==> config.mk <==
export PLATFORM = sky130hd
export DESIGN_NAME = mealy
export DESIGN_NICKNAME = d
export VERILOG_FILES = /design/src/rtl/mealy.sv
export SDC_FILE = /design/constraint.sdc
export NUM_CORES = 1
export LEC_CHECK = 0
export CORE_AREA = 2 2 39 41
export DETAILED_ROUTE_END_ITERATION = 8
export DIE_AREA = 0 0 41 43
export MAX_ROUTING_LAYER = met4
export PLACE_DENSITY = 0.32
export SYNTH_ARGS = -nofsm -noshare
export SYNTH_HDL_FRONTEND = slang
export SYNTH_SLANG_ARGS = --single-unit
==> constraint.sdc <==
create_clock -name clk -period 1.3 [get_ports clk]
set_input_delay 0.195 -clock clk [delete_from_list [all_inputs] [get_ports clk]]
set_output_delay 0.195 -clock clk [all_outputs]
set_load 0.05 [all_outputs]
==> src/rtl/mealy.sv <==
// mealy: Mealy pulse-count detector that flags every N_PULSES-th event after arming.
//   clk   - system clock, state updates on the rising edge
//   reset - asynchronous active-low reset (IDLE, count cleared, out forced low)
//   a     - command/event code: 00 idle level, 01 event high, 10 arm, 11 abort
//   out   - combinational detect, high in the cycle the N-th rising event is sampled
module mealy #(
    parameter int N_PULSES = 3
) (
    input  logic       clk,
    input  logic       reset,
    input  logic [1:0] a,
    output logic       out
);
    localparam int CW = $clog2(N_PULSES + 1);
    localparam logic [CW-1:0] LAST = CW'(N_PULSES - 1);
    localparam logic [1:0] A_LOW   = 2'b00;
    localparam logic [1:0] A_EVT   = 2'b01;
    localparam logic [1:0] A_ARM   = 2'b10;
    localparam logic [1:0] A_ABORT = 2'b11;

    typedef enum logic [1:0] {IDLE, ARMED_LOW, ARMED_HIGH} state_t;

    state_t        state_q, state_d;
    logic [CW-1:0] cnt_q, cnt_d;
    logic          hit;

    // A rising event only counts from ARMED_LOW; ARMED_HIGH absorbs a held level.
    assign hit = (state_q == ARMED_LOW) && (a == A_EVT) && (cnt_q == LAST);
    assign out = hit && reset;

    always_ff @(posedge clk or negedge reset) begin
        if (!reset) begin
            state_q <= IDLE;
            cnt_q   <= '0;
        end else begin
            state_q <= state_d;
            cnt_q   <= cnt_d;
        end
    end

    always_comb begin
        state_d = state_q;
        cnt_d   = cnt_q;
        case (state_q)
            IDLE: begin
                if (a == A_ARM) begin
                    state_d = ARMED_LOW;
                    cnt_d   = '0;
                end
            end
            ARMED_LOW: begin
                case (a)
                    A_EVT: begin
                        state_d = ARMED_HIGH;
                        // wrap to 0 on detection so the next group starts fresh
                        cnt_d   = hit ? '0 : cnt_q + CW'(1);
                    end
                    A_ARM:   cnt_d = '0;
                    A_ABORT: begin
                        state_d = IDLE;
                        cnt_d   = '0;
                    end
                    default: ;
                endcase
            end
            ARMED_HIGH: begin
                case (a)
                    A_LOW: state_d = ARMED_LOW;
                    A_ARM: begin
                        state_d = ARMED_LOW;
                        cnt_d   = '0;
                    end
                    A_ABORT: begin
                        state_d = IDLE;
                        cnt_d   = '0;
                    end
                    default: ;
                endcase
            end
            default: begin
                state_d = IDLE;
                cnt_d   = '0;
            end
        endcase
    end
endmodule

==> summary.md, run 1 <==
| Metric | Value |
|---|---|
| Post-route clock period utilization | 1.03 |
| Port Buffers | 4 |
| Routability Congestion | 0.671 |
| Highest metal used | met3 |
| Largest net degree at the start of global routing | 7 |
| Total die area | 1760 um^2 |
| Wire length on met3 | 25 um |
| Synth Cell Area | 203 um^2 |
| Reg2reg start | state_q[0] |
| Antenna violations before repair | 0 |
| Mapped Cells | 17 |
| Fill cells | 148 |
| Syn Nets | 21 |
| R2R depth | 3 |
| Initial cell density of the core | 0.146 |
| Final setup viols | 1 |
| DRC | 0 |
| Via count | 201 |
| Worst-Skew Late Latency | 230 ps |
| Pwr Density | 953 nW/um^2 |
| Met1 Wirelength | 169 um |
| Final Hold Fails | 0 |
| HPWL after DPL | 361 um |
| Slew Limit Fails | 0 |
| WL/cell | 9.84 um |
| Worst Clk Skew | 1.63 ps |
| CTS root buf | clkbuf_4 |
| Post-route setup slack | -34.7 ps |
| Actual slew at the worst max-slew pin | 260 ps |
| Die H | 43 um |
| Status | complete, but fails checks |
| Clock-pin slew on the worst setup and hold paths | 30 ps |
| Max clock buf depth | 2 |
| Die width | 41 um |
| Worst setup EP type | primary output |
| Layout cells sized above 1 | 0.636 |
| TritonCTS clock tree | done |
| Crit path time final | 1330 ps |
| Critical path depth in cells | 2 |
| Avg Inst Size Synth | 11.9 um^2 |
| RSZ-0062 raised after global routing | yes |
| Nets | 39 |
| Final WL | 482 um |
| CP required | 1110 ps |
| Total GRT Usage | 0.0784 |
| Worst Path Arrival | 1140 ps |
| Fmax | 749 MHz |
| Routed Antenna Nets | 0 |
| CP Max Fanout | 2 |
| Delay-heaviest family, CP | flip-flops |
| Area of placed instances | 325 um^2 |
| Yosys warning count | 0 |
| Worst Setup SP | cnt_q[0] |
| Register area share after synthesis | 0.494 |
| Setup TNS | -34.7 ps |
| First-pass GRT wire length | 883 um |
| Largest stage delay, worst path | 410 ps |
| Post-synthesis cell type count | 10 |
| Final Cell Area | 408 um^2 |
| Core area | 1380 um^2 |
| Hold Path Class | in2reg |
| WL met2 | 287 um |
| Initial DRC count | 0 |
| Hold Crit Start | a[0] |
| Worst path bufs/invs | 1 |
| #FFs+latches synth | 4 |
| First-pass DRT Iterations | 1 |
| Slowest-stage cell, CP | dfrtp_2 |
| Layout area overhead | 101% |
| Worst setup SP type | flip-flop |
| Hold depth | 3 |
| Final cell count without fillers | 49 |
| Overflow after GRT | 0 |
| Worst-case hold slack | 350 ps |
| Critical-path cell list | nor4_4, buf_12 |
| VDD IR max | 0.417 mV |
| Vias in the first global route | 233 |
| Worst slack, placed | -201 ps |
| H-Tree Level Count | 1 |
| Crit path kind | reg2out |
| Ant diodes | 0 |
| Rel. slew slack | 0.825 |
| LEAKAGE | 0.200 nW |
| Rows | 14 |
| Vias/cell | 4.10 |
| Failing checks | negative setup slack |
| Io pins | 5 |
| Num CTS Buffers | 3 |
| Placed Cells incl. Taps | 41 |
| Maxcap violations | 0 |
| Clock Sinks | 4 |
==> worst register-to-register path: cells and delay by family (launching register included) <==
kind	cells	cell delay (ps)
multiplexers	2	460
AO/OA/AOI/OAI	1	160
flip-flops	1	440
==> report_power, final <==
| part | switching [mW] | internal, mW |
|---|---|---|
| sequential | 0.0131 | 0.138 |
| combinational | 0.0331 | 0.0601 |
| clock | 0.0420 | 0.103 |
==> layer usage <==
| metal | global-route usage | vias up |
|---|---|---|
| met5 | - | - |
| met4 | 0.0600 | 0 |
| met3 | 0.0209 | 0 |
| met2 | 0.113 | 3 |
| met1 | 0.0877 | 99 |
| li1 | - | 99 |
==> synth_stat cells (all sizes together) <==
cell	number	share of area
a211oi	1	0.037
a21oi	1	0.025
a22o	1	0.043
dfrtp	4	0.49
mux2	2	0.15
nand2	1	0.019
nand2b	3	0.093
nor3	2	0.049
nor4	1	0.031
o22ai	1	0.062
==> cells in the final DEF, fill, tap and decap left out <==
cell type | netlist | layout
nand2b_4 | 0 | 2
dlygate4sd3_1 | 0 | 1
clkbuf_4 | 0 | 3
nand2b_1 | 3 | 1
mux2_4 | 2 | 2
nor3_1 | 2 | 2
dlymetal6s2s_1 | 0 | 3
a22o_1 | 1 | 1
nor4_4 | 0 | 1
dfrtp_1 | 4 | 2
buf_4 | 0 | 8
a211oi_1 | 1 | 1
a21oi_1 | 1 | 1
buf_12 | 0 | 1
o22ai_2 | 1 | 1
nand2_2 | 0 | 1
dfrtp_2 | 0 | 2
==> area by class of cell <==
type                    instances  area, um^2  share of cell area
multi-input cells              13         135               0.331
well taps                      16        20.0              0.0491
repair buffers                 13         128               0.313
flip-flops and latches          4         103               0.252
clock buffers                   3        22.5              0.0552
==> registers in the layout (all words and copies together) (netlist names) <==
name     flops
cnt_q        2
state_q      2
==> what timing repair did <==
item | CTS | global route
hold endpoints to repair | 0 | 4
hold buffers | 0 | 1
endpoints found under the setup margin | 1 | 3
gates cloned | 0 | 0
pin swaps | 1 | 1
gates resized for setup | 1 | 6
buffers inserted | 2 | 2
==> cell families after synthesis <==
kind of cell | after synthesis | share of synthesized area
compound gates | 4 | 0.167
flops | 4 | 0.494
mux | 2 | 0.148
simple gates | 7 | 0.191
==> final timing paths <==
path | endpoint | slack (ps)
worst min-delay path | state_q[0] | 350
max in group asynchronous | state_q[0] | 740
min in group asynchronous | cnt_q[0] | 450
worst min register to register | cnt_q[1] | 540
worst max register to register | cnt_q[0] | 180
worst max-delay path | out | -30
==> stage by stage <==
step	power, mW	utilization
final	0.389	0.295
after global routing	0.424	0.295
after global placement	0.218	0.235
after CTS	0.380	0.263
after floorplan	0.189	-
after detailed placement	0.219	0.235
No activity file was read; power rests on OpenSTA's default activity.
==> inputs of run 2 (changes only) <==
CAP_MARGIN = 15   (was default)
==> results of run 2 <==
Final layout, timing and power as in run 1 (identical DEF).
==> inputs of run 3 (changes only) <==
CAP_MARGIN = 10   (was 15)
CTS_CLUSTER_DIAMETER = 50   (was default)
==> results of run 3 <==
Final layout, timing and power as in run 1 (identical DEF).
==> RTL edit 1: new RTL, settings of run 1 <==
Make the reset (`reset`) synchronous in one clocked block. Comments in the files are not updated.
--- a/src/rtl/mealy.sv
+++ b/src/rtl/mealy.sv
@@ -28,7 +28,7 @@
     assign hit = (state_q == ARMED_LOW) && (a == A_EVT) && (cnt_q == LAST);
     assign out = hit && reset;
 
-    always_ff @(posedge clk or negedge reset) begin
+    always_ff @(posedge clk) begin
         if (!reset) begin
             state_q <= IDLE;
             cnt_q   <= '0;
Behaviour: no difference found for any inputs over 10 cycles, from zero or initial values and one cycle with reset low; that may be too few to reach the edited logic, so the function may still have changed.
==> RTL edit 1 against run 1 <==
  * The run still ends with setup timing left
  * Design area shrank 18%
  * Worst setup slack lost 290 ps
  * Area after synthesis shrank 8.6%
  * Die area is the same
  * Synthesized cell count grew 12%
  * Register-to-register slack lost 30 ps
  * Sequential cell count is the same
  * Wire length shrank 13%
  * Non-clock buffer count shrank 3
  * Global-route usage shrank 1.7 points
  * Final cell count shrank 2.0%
Power is not compared: it rests on default switching activity, and its combinational part moved more than twofold at a synthesized area within 25%.
==> RTL edit 1: results (changes against run 1) <==
status:
  status: "finished with violations"
  violations: "setup timing"
yosys:
  ys_types: 11  # +1
  ys_top_cells_by_area: "dfxtp_1 43%, o32ai_1 9.5%, or4b_4 7.4%"
  syn_area_per_cell_um2: 9.75  # -18%
  synth-compound-area-share_pct: 18.9  # +2.3 points
  ys_seq_area_share_pct: 43.2  # -6.1 points
  async_reset_ff_share_pct: 0  # -100 points
  synth_adder_area_share_pct: 0  # unchanged
  synth.top_cells.by_count: "4 x dfxtp_1, 3 x nand2_1, 2 x inv_1, 2 x nor3_1, 2 x o32ai_1"
  yosys_warnings: 0  # unchanged
  synth.mux.area_fraction_pct: 6.08  # -8.7 points
  syn_nets: 23  # +9.5%
  synth-xor-area-share_pct: 4.73  # +4.7 points
layout:
  layout.cells.non_filler: 48  # -2.0%
  reg_top3: "cnt_q (2), state_q (2)"
  fill_cells: 151  # +2.0%
  diodes: 0  # unchanged
  nNetsFinal: 38  # -2.6%
  drive_gt1_share_pct: 50.0  # -14 points
clock_network:
  clk_latency_ps: 230  # about the same
  cts.path.max_buffers: 2  # unchanged
  cts_made_buffers: 3  # unchanged
  htree_levels: 1  # unchanged
  cts_root_buf: "clkbuf_4"
  clk_pin_slew_ps: 30  # about the same
global_routing:
  grt_max_degree: 6  # -1
  grtUsageTotal_pct: 6.17  # -1.7 points
  grt_pass1_vias: 164  # -30%
  grt_pass1_wl_um: 662  # -25%
  antenna_found_initial: 0  # unchanged
hold_path:
  hold_class: "input pin to register"
detailed_routing:
  drt_iter0_markers: 5  # +5
  wire_per_inst_um: 8.77  # -11%
  vias_per_cell: 3.92  # -4.5%
  dr.pass1.iters: 2  # +1
placed_design:
  io_buffers: 4  # unchanged
  placedCellCount: 44  # +7.3%
  gp_congestion: 0.740  # +10%
  post-dp-hpwl_um: 347  # -3.8%
timing:
  skew_ps: 3.06  # +1.43 ps
  worst_slew_pin_slew_ps: 396  # +136 ps
  setup_ws_ps: -328  # -294 ps
  finalSetupTns_ps: -328  # -294 ps
  setup_violations: 1  # unchanged
worst_setup_path:
  cp_max_fo: 3  # +1
  critPathArrivalTime_ps: 1430  # +290 ps
pwr:
  power_leakage_nw: 0.129
  vdd_drop_max_uv: 648
## RTL edit 1: worst max-delay path, cell delays in order (launching register included)
cell     delay (ps)
dfxtp_2         310
or4b_4          510
nor3b_4         220
buf_12          160
## RTL edit 1: report_power, final
| part | switching (W) | internal, W |
|---|---|---|
| clock | 0.0000467 | 0.000103 |
| sequential | 0.00000209 | 0.000127 |
| combinational | 0.0000148 | 0.0000238 |
| total | 0.0000636 | 0.000253 |
## RTL edit 1: path summary, 6_finish.rpt
check,slack (ps),cells past startpoint,startpoint,end
max reg2reg,150,2,state_q[1],cnt_q[0]
min,330,3,reset,state_q[0]
max,-330,3,state_q[1],out
min reg2reg,490,2,cnt_q[1],cnt_q[1]
## RTL edit 1: final cells by class
class	instances	share of cell area [%]
Inverter	2	2.24
Timing Repair Buffer	10	28.0
Clock buffer	3	6.72
Sequential cell	4	24.6
Tap cell	16	5.97
Multi-Input combinational cell	13	32.5
## RTL edit 1: stage by stage
stage               power [W]  area [um2]  worst slack, ps  utilization, %
floorplan            0.000144         199             -269               -
global placement     0.000169         307             -645            22.2
detailed placement   0.000170         307             -632            22.2
CTS                  0.000325         335             -345            24.2
global route         0.000339         335             -375            24.2
finish               0.000317         335             -328            24.2
## RTL edit 1: timing repair
item | CTS | global route
pin swaps | 2 | 0
resized for setup | 5 | 0
setup buffers | 1 | 0
endpoints found under the setup margin | 3 | 1
## RTL edit 1: kinds of logic after synthesis
group	count (synthesis)
AO/OA/AOI/OAI	4
XOR/XNOR	1
buffers and inverters	2
flip-flops	4
multiplexers	1
AND/OR/NAND/NOR	7
## RTL edit 1: metal layers
metal	part of all wire, %	vias up	track usage [%]	routed length (um)
met5	0	-	-	0
met4	0	0	2.00	0
met3	10	0	6.81	44
met2	42	5	6.88	177
met1	47	82	7.07	199
li1	-	101	-	-
==> RTL edit 2: new RTL, flow settings as in run 1 <==
Without the edit above. `N_PULSES`: 3 -> 2.
--- a/src/rtl/mealy.sv
+++ b/src/rtl/mealy.sv
@@ -4,7 +4,7 @@
 //   a     - command/event code: 00 idle level, 01 event high, 10 arm, 11 abort
 //   out   - combinational detect, high in the cycle the N-th rising event is sampled
 module mealy #(
-    parameter int N_PULSES = 3
+    parameter int N_PULSES = 2
 ) (
     input  logic       clk,
     input  logic       reset,
Formal check against the unedited RTL: not equivalent (Yosys sat finds a counterexample within 4 cycles, from zero or initial values and one cycle with reset low).
==> RTL edit 2 against run 1 <==
  * The run still ends with setup timing left
  * Area after synthesis grew 6.2%
  * Largest power group unchanged
  * Via count fell by 5.0%
  * First-iteration DRC count rose by 1
  * Worst setup slack lost 120 ps
  * Sequential cell count unchanged
  * Global-route usage is 0.51 points lower
  * Worst hold slack got worse by 84 ps
  * Register-to-register slack lost 20 ps
  * Maximum frequency is 8.1% lower
  * Highest routed layer unchanged
  * Critical path type unchanged
  * Wire length increased by 4.6%
  * Total power rose by 3.5%
  * Design area decreased by 12%
  * Synthesized cell count unchanged
  * Largest cell class unchanged
  * Clock skew hardly changed
==> RTL edit 2: results (changes against run 1) <==
status:
  status: "finished with violations"
  violations: "setup timing"
placed_design:
  post_dp_cell_area_um2: 332  # +1.9%
  post-dp-hpwl_um: 411  # +14%
  gp_congestion: 0.648  # -3.5%
  placedCellCount: 43  # +4.9%
  place_ws_ps: -244  # -42.8 ps
timing:
  hold_ws_ps: 266  # -84.3 ps
  setup_violations: 1  # unchanged
  slew_headroom_pct: 85.2  # +2.6 points
  skew_ps: 1.27  # -0.362 ps
  setup_ws_ps: -153  # -118 ps
global_routing:
  grt_pass1_vias: 200  # -14%
  use_met2_pct: 9.38  # -1.9 points
  grt_use_met1_pct: 8.14  # -0.62 points
  grtUsageTotal_pct: 7.33  # -0.51 points
yosys:
  ys_top_cells_by_area: "dfrtp_1 47%, a211oi_1 7.0%, mux2_4 7.0%"
  synth-xor-area-share_pct: 4.07  # +4.1 points
  synth.top_cells.by_count: "4 x dfrtp_1, 2 x a211oi_1, 2 x o21a_1"
  ys_types: 12  # +2
clock_network:
  cts_resized: 2  # +1
pwr:
  power_leakage_nw: 0.161  # -20%
detailed_routing:
  drt-met1-wl_um: 230  # +36%
  dr_wl_met2_um: 237  # -17%
  dr_wl_met3_um: 36  # +44%
worst_setup_path:
  r2r_slack_ps: 160  # -20 ps
  crit_path_start: "state_q[1]"
  slowest_delay_ps: 360  # -50 ps
  path_delay_family: "simple AND/OR/NAND/NOR gates"
layout:
  seqCellArea_um2: 100  # -2.4%
## RTL edit 2: cell count changes in the layout (fill, tap and decap cells not counted), moves of 2 or more
| cell | run 1 | this run |
|---|---|---|
| dlymetal6s2s_1 | 3 | 0 |
| dfrtp_2 | 2 | 0 |
| dlygate4sd2_1 | 0 | 2 |
| dfrtp_1 | 2 | 4 |
| nand2b_4 | 2 | 0 |
| o21a_1 | 0 | 2 |
## RTL edit 2: where the power goes
part | internal [W] | switching [W] | leakage [nW] | total, W
clock network | 0.000103 | 0.0000412 | 0.0138 | 0.000144
logic | 0.0000564 | 0.0000379 | 0.0946 | 0.0000943
registers | 0.000145 | 0.0000187 | 0.0524 | 0.000164
## RTL edit 2: worst register-to-register path, delay by kind of cell (launching register included)
kind	cells	cell delay [ps]
multiplexers	1	260
AO/OA/AOI/OAI	2	280
flip-flops	1	370
buffers and inverters	1	160
